--- src/rtl/pcie_irq_src_ctrl.sv ---
// pcie_irq_src_ctrl: sticky maskable interrupt pending register driving a paced,
// ack-tracked user_irq_req_o pulse train for the XDMA user interrupt handler.
module pcie_irq_src_ctrl #(
   parameter int N_SRC = 4,
   parameter int REQ_HOLD = 8,
   parameter int GAP_CYC = 8,
   parameter int ACK_TO_W = 16,
   parameter logic [ACK_TO_W-1:0] ACK_TIMEOUT = 16'd50000
) (
   input  logic             clk,
   input  logic             rst_n,
   input  logic [N_SRC-1:0] evt_i,
   input  logic [N_SRC-1:0] irq_mask_i,
   input  logic             irq_clr_vld_i,
   input  logic [N_SRC-1:0] irq_clr_i,
   input  logic             xdma_irq_ack_i,
   output logic             user_irq_req_o,
   output logic [N_SRC-1:0] irq_pending_o,
   output logic [N_SRC-1:0] irq_vec_o,
   output logic [N_SRC-1:0] irq_ovf_o,
   output logic             ack_to_err_o,
   output logic [15:0]      irq_cnt_o
);
   localparam int HW = $clog2(REQ_HOLD > GAP_CYC ? REQ_HOLD : GAP_CYC) + 1;
   localparam logic [HW-1:0] REQ_LAST = HW'(REQ_HOLD - 1);
   localparam logic [HW-1:0] GAP_LAST = HW'(GAP_CYC - 1);
   localparam logic [ACK_TO_W-1:0] TO_LAST = ACK_TIMEOUT - 1'b1;

   typedef enum logic [1:0] {IDLE, REQ, WAIT_ACK, GAP} state_t;

   state_t state, state_d;
   logic [HW-1:0] hold_cnt, hold_d;
   logic [ACK_TO_W-1:0] to_cnt, to_d;
   logic [N_SRC-1:0] evt_r, rise, clr_m, active;
   logic [2:0] ack_s;
   logic ack_rise, launch, to_hit;

   assign rise = evt_i & ~evt_r;
   assign clr_m = irq_clr_vld_i ? irq_clr_i : '0;
   assign active = irq_pending_o & irq_mask_i;
   // ack_s[1:0] is the synchroniser, ack_s[2] the edge-detect delay
   assign ack_rise = ack_s[1] & ~ack_s[2];

   always_comb begin
      state_d = state;
      hold_d = hold_cnt + 1'b1;
      to_d = '0;
      launch = 1'b0;
      to_hit = 1'b0;
      case (state)
         IDLE: begin
            hold_d = '0;
            launch = |active;
            state_d = launch ? REQ : IDLE;
         end
         REQ: begin
            state_d = hold_cnt == REQ_LAST ? WAIT_ACK : REQ;
         end
         WAIT_ACK: begin
            hold_d = '0;
            to_d = to_cnt + 1'b1;
            to_hit = !ack_rise && to_cnt == TO_LAST;
            state_d = ack_rise || to_hit ? GAP : WAIT_ACK;
         end
         default: begin
            state_d = hold_cnt == GAP_LAST ? IDLE : GAP;
         end
      endcase
   end

   always_ff @(posedge clk or negedge rst_n) begin
      if (!rst_n) begin
         state <= IDLE;
         hold_cnt <= '0;
         to_cnt <= '0;
         evt_r <= '0;
         ack_s <= '0;
         user_irq_req_o <= 1'b0;
         irq_pending_o <= '0;
         irq_vec_o <= '0;
         irq_ovf_o <= '0;
         ack_to_err_o <= 1'b0;
         irq_cnt_o <= '0;
      end else begin
         state <= state_d;
         hold_cnt <= hold_d;
         to_cnt <= to_d;
         evt_r <= evt_i;
         ack_s <= {ack_s[1:0], xdma_irq_ack_i};
         user_irq_req_o <= state_d == REQ;
         irq_pending_o <= (irq_pending_o & ~clr_m) | rise;
         irq_ovf_o <= (irq_ovf_o & ~clr_m) | (rise & irq_pending_o);
         ack_to_err_o <= to_hit | (ack_to_err_o & ~(irq_clr_vld_i & |irq_clr_i));
         if (launch) begin
            irq_vec_o <= active;
            irq_cnt_o <= irq_cnt_o + 1'b1;
         end
      end
   end
endmodule

--- config.mk ---
export PLATFORM = sky130hd
export DESIGN_NAME = pcie_irq_src_ctrl
export DESIGN_NICKNAME = d
export VERILOG_FILES = /design/src/rtl/pcie_irq_src_ctrl.sv
export SDC_FILE = /design/constraint.sdc
export NUM_CORES = 1
export LEC_CHECK = 0
export BUFFER_PORTS_ARGS = -buffer_cell sky130_fd_sc_hd__buf_2
export CORE_MARGIN = 4
export CORE_UTILIZATION = 55
export CTS_CLUSTER_DIAMETER = 80
export CTS_CLUSTER_SIZE = 28
export DETAILED_ROUTE_END_ITERATION = 8
export GPL_TIMING_DRIVEN = 1
export PLACE_DENSITY = 0.85
export SLEW_MARGIN = 20
export SYNTH_ARGS = -nofsm -noshare
export SYNTH_HDL_FRONTEND = slang
export SYNTH_SLANG_ARGS = --single-unit
--- constraint.sdc ---
create_clock -name clk -period 4.7 [get_ports clk]
set_input_delay 1.41 -clock clk [delete_from_list [all_inputs] [get_ports clk]]
set_output_delay 1.41 -clock clk [all_outputs]
set_load 0.03 [all_outputs]
==> flow_metrics.tcl <==
set metrics [dict create \
    dieHeight_um 75.5 \
    hp-class "reg2reg" \
    antenna_found_initial 0 \
    cts_resized 0 \
    cts_tree "yes" \
    arrival_ns 1.05 \
    finClkSkew_ns 0.00559 \
    whs_ns 0.359 \
    fin_util_pct 69.1 \
    start_kind "flip-flop" \
    numPortBuffers 45 \
    synth_top_area_cell "dfrtp_1" \
    syn_inst 217 \
    r2r-end "irq_cnt_o[1]$_DFFE_PN0P_" \
    grt_pass1_vias 1789 \
    crit_end "irq_pending_o[1]" \
    top_layer "met4" \
    reg2reg_from "irq_pending_o[0]$_DFF_PN0_" \
    cts.clk_slew.worst_paths_ns 0.07 \
    setup_slack_ns 2.24 \
    syn_area_um2 2500 \
    route.met2.wl_um 2460 \
    wl_met3_um 281 \
    grt_max_degree 41 \
    hold_viol 0 \
    dieArea_um2 5700 \
    grt_pass1_wl_um 8540 \
    cp_slowest_cell "dfrtp_1" \
    setup_tns_ns 0 \
    wl_per_cell_um 15.0 \
    drive_above_1_share_pct 24.6 \
    maxSlewViolCount 0 \
    cp_data_required_time_ns 3.29 \
    cpPeakStageDelay_ns 0.47 \
    crit_type "reg2out" \
    pre_cts_ws_ns 1.94 \
    vias 1803 \
    boundaryPins 46 \
    synth_top_cell_area_share_pct 58.9 \
    diodes 0 \
    wirelength_um 4930 \
    worstMarginPinSlew_ns 0.867 \
    die_x_um 75.5 \
    grt_overflow 0 \
    vias_per_cell 5.50 \
    ant_nets 0 \
    p_comb_share_pct 18.7 \
    r2r_slack_ns 2.96 \
    root_buffer "clkbuf_8" \
    drt-initial-drc-count 108 \
    crit_chain "buf_2" \
    cp.depth 1 \
    syn_area_per_cell_um2 11.5 \
    start_util_pct 57.1 \
    setup_viol 0 \
    final_nets 290 \
    dr.pass1.iters 4 \
    p_sw_mw 0.436 \
    post_dp_cell_area_um2 2790 \
    cts_sinks 59 \
    ys_ff_latch 59 \
    p_leak_nw 1.41 \
    startpoint "irq_pending_o[1]$_DFF_PN0_" \
    ctsHoldBuffers 0 \
    max_freq_mhz 407 \
    h-tree-depth 3 \
    ir_drop_uv 334 \
    layout_commonest_cell "dfrtp_1" \
    wl_met1_um 2120 \
    layout-area-overhead-vs-synth_pct 21.0 \
    hpwlAfterDp_um 3390 \
    fillCellCount 342 \
    yosys-top-cells-area "dfrtp_1, xnor2_1, xor2_1" \
    finalCritPeriodShare_pct 52.3 \
    synth_cell_types 34 \
    cp.buffers_inverters 1 \
    place_congestion 0.812 \
    rsz0062_at_grt "no" \
    switching_share_pct 29.9 \
    ys_warn_count 0 \
    post_cts_buffers 0 \
    clock_power_share_pct 37.9 \
    reg2regPathDepth 3 \
    relSlewSlack_pct 42.2 \
    post-route-drc-count 0 \
    cts-buffers-inserted 9 \
    fin_crit_ns 2.46 \
    layout_common_cells "dfrtp_1, buf_2, nor2_1" \
    status "finished clean" \
    seq_power_share_pct 43.5 \
    crit_fanout 5 \
    cp-end-kind "output pin" \
    placeableCoreArea_um2 4380 \
    path_delay_family "flip-flops" \
    powerDensity_nw_per_um2 481 \
    grt_util_all_layers_pct 20.2 \
    clockBufferDepth 2 \
    syn_nets 236 \
    clock_latency_ns 0.33 \
    drv_cap 0 \
    intPower_mw 1.02 \
    design_area_um2 3030 \
    yosysSeqAreaShare_pct 58.9 \
    row_count 24 \
]
final cells by class:
| class | count | area, µm² | area share [%] |
|---|---|---|---|
| clock buffers | 10 | 128 | 4.21 |
| flip-flops and latches | 59 | 1480 | 48.7 |
| inverters | 5 | 18.8 | 0.619 |
| multi-input cells | 150 | 996 | 32.9 |
| well taps | 52 | 65.1 | 2.15 |
| clock inverters | 6 | 114 | 3.76 |
| repair buffers | 46 | 233 | 7.68 |
cell usage after synthesis (all sizes together):
cell type and number:
a22o 4, and2 2, or3 1, nor3 7, buf 1, a21o 5, a211oi 1, o31ai 1
xnor2 20, ha 3, nand2 22, inv 5, nor4b 1, and4 1, o41ai 1, dfrtp 59
a22oi 2, nand4 9, o21ai 1, a32o 2, clkbuf 2, xor2 11, nor2 23, or2 1
nor2b 5, and3 1, nand3 15, nor4 5, a31o 1, a21oi 2, mux2 1, a2111oi 2
state kept, by name, summed over array words and instances (netlist names):
signal / cells
irq_cnt_o: 16
to_cnt: 16
evt_r: 4
hold_cnt: 4
irq_ovf_o: 4
irq_pending_o: 4
irq_vec_o: 4
ack_s: 3
state: 2
ack_to_err_o: 1
user_irq_req_o: 1
power by group through the flow:
stage          logic (mW)  registers, mW  clock network (mW)
2_1_floorplan       0.125          0.700                   0
3_3_place_gp        0.266          0.640                   0
3_5_place_dp        0.276          0.641                   0
4_1_cts             0.277          0.634               0.562
5_1_grt             0.304          0.642               0.590
6_report            0.272          0.634               0.552
logic make-up after synthesis:
group	Yosys count	share of synthesized area [%]
xor gates and xnor gates	31	10.8
AOI/OAI and AO/OA	22	8.79
DFF	59	58.9
and+or+nand+nor	93	18.2
adders and majority gates	3	1.50
muxes	1	0.450
buffers and inverters	8	1.30
per-stage QoR:
step / std cells / power, mW
finish: 328 / 1.46
global route: 328 / 1.54
CTS: 328 / 1.47
detailed placement: 312 / 0.917
global placement: 312 / 0.906
floorplan: 217 / 0.825
layer usage:
| metal | GRT usage, % | up-vias |
|---|---|---|
| met5 | 0 | - |
| met4 | 6.02 | 0 |
| met3 | 6.60 | 9 |
| met2 | 31.9 | 53 |
| met1 | 26.6 | 876 |
| li1 | - | 865 |
worst min path at each step:
stage	start	to	cells past startpoint
finish	ack_s[0]$_DFF_PN0_	ack_s[1]$_DFF_PN0_	0
global route	ack_s[0]$_DFF_PN0_	ack_s[1]$_DFF_PN0_	0
CTS	ack_s[0]$_DFF_PN0_	ack_s[1]$_DFF_PN0_	0
detailed placement	ack_s[0]$_DFF_PN0_	ack_s[1]$_DFF_PN0_	0
global placement	ack_s[0]$_DFF_PN0_	ack_s[1]$_DFF_PN0_	0
floorplan	ack_s[0]$_DFF_PN0_	ack_s[1]$_DFF_PN0_	0
Power figures use the tool's default switching activity.
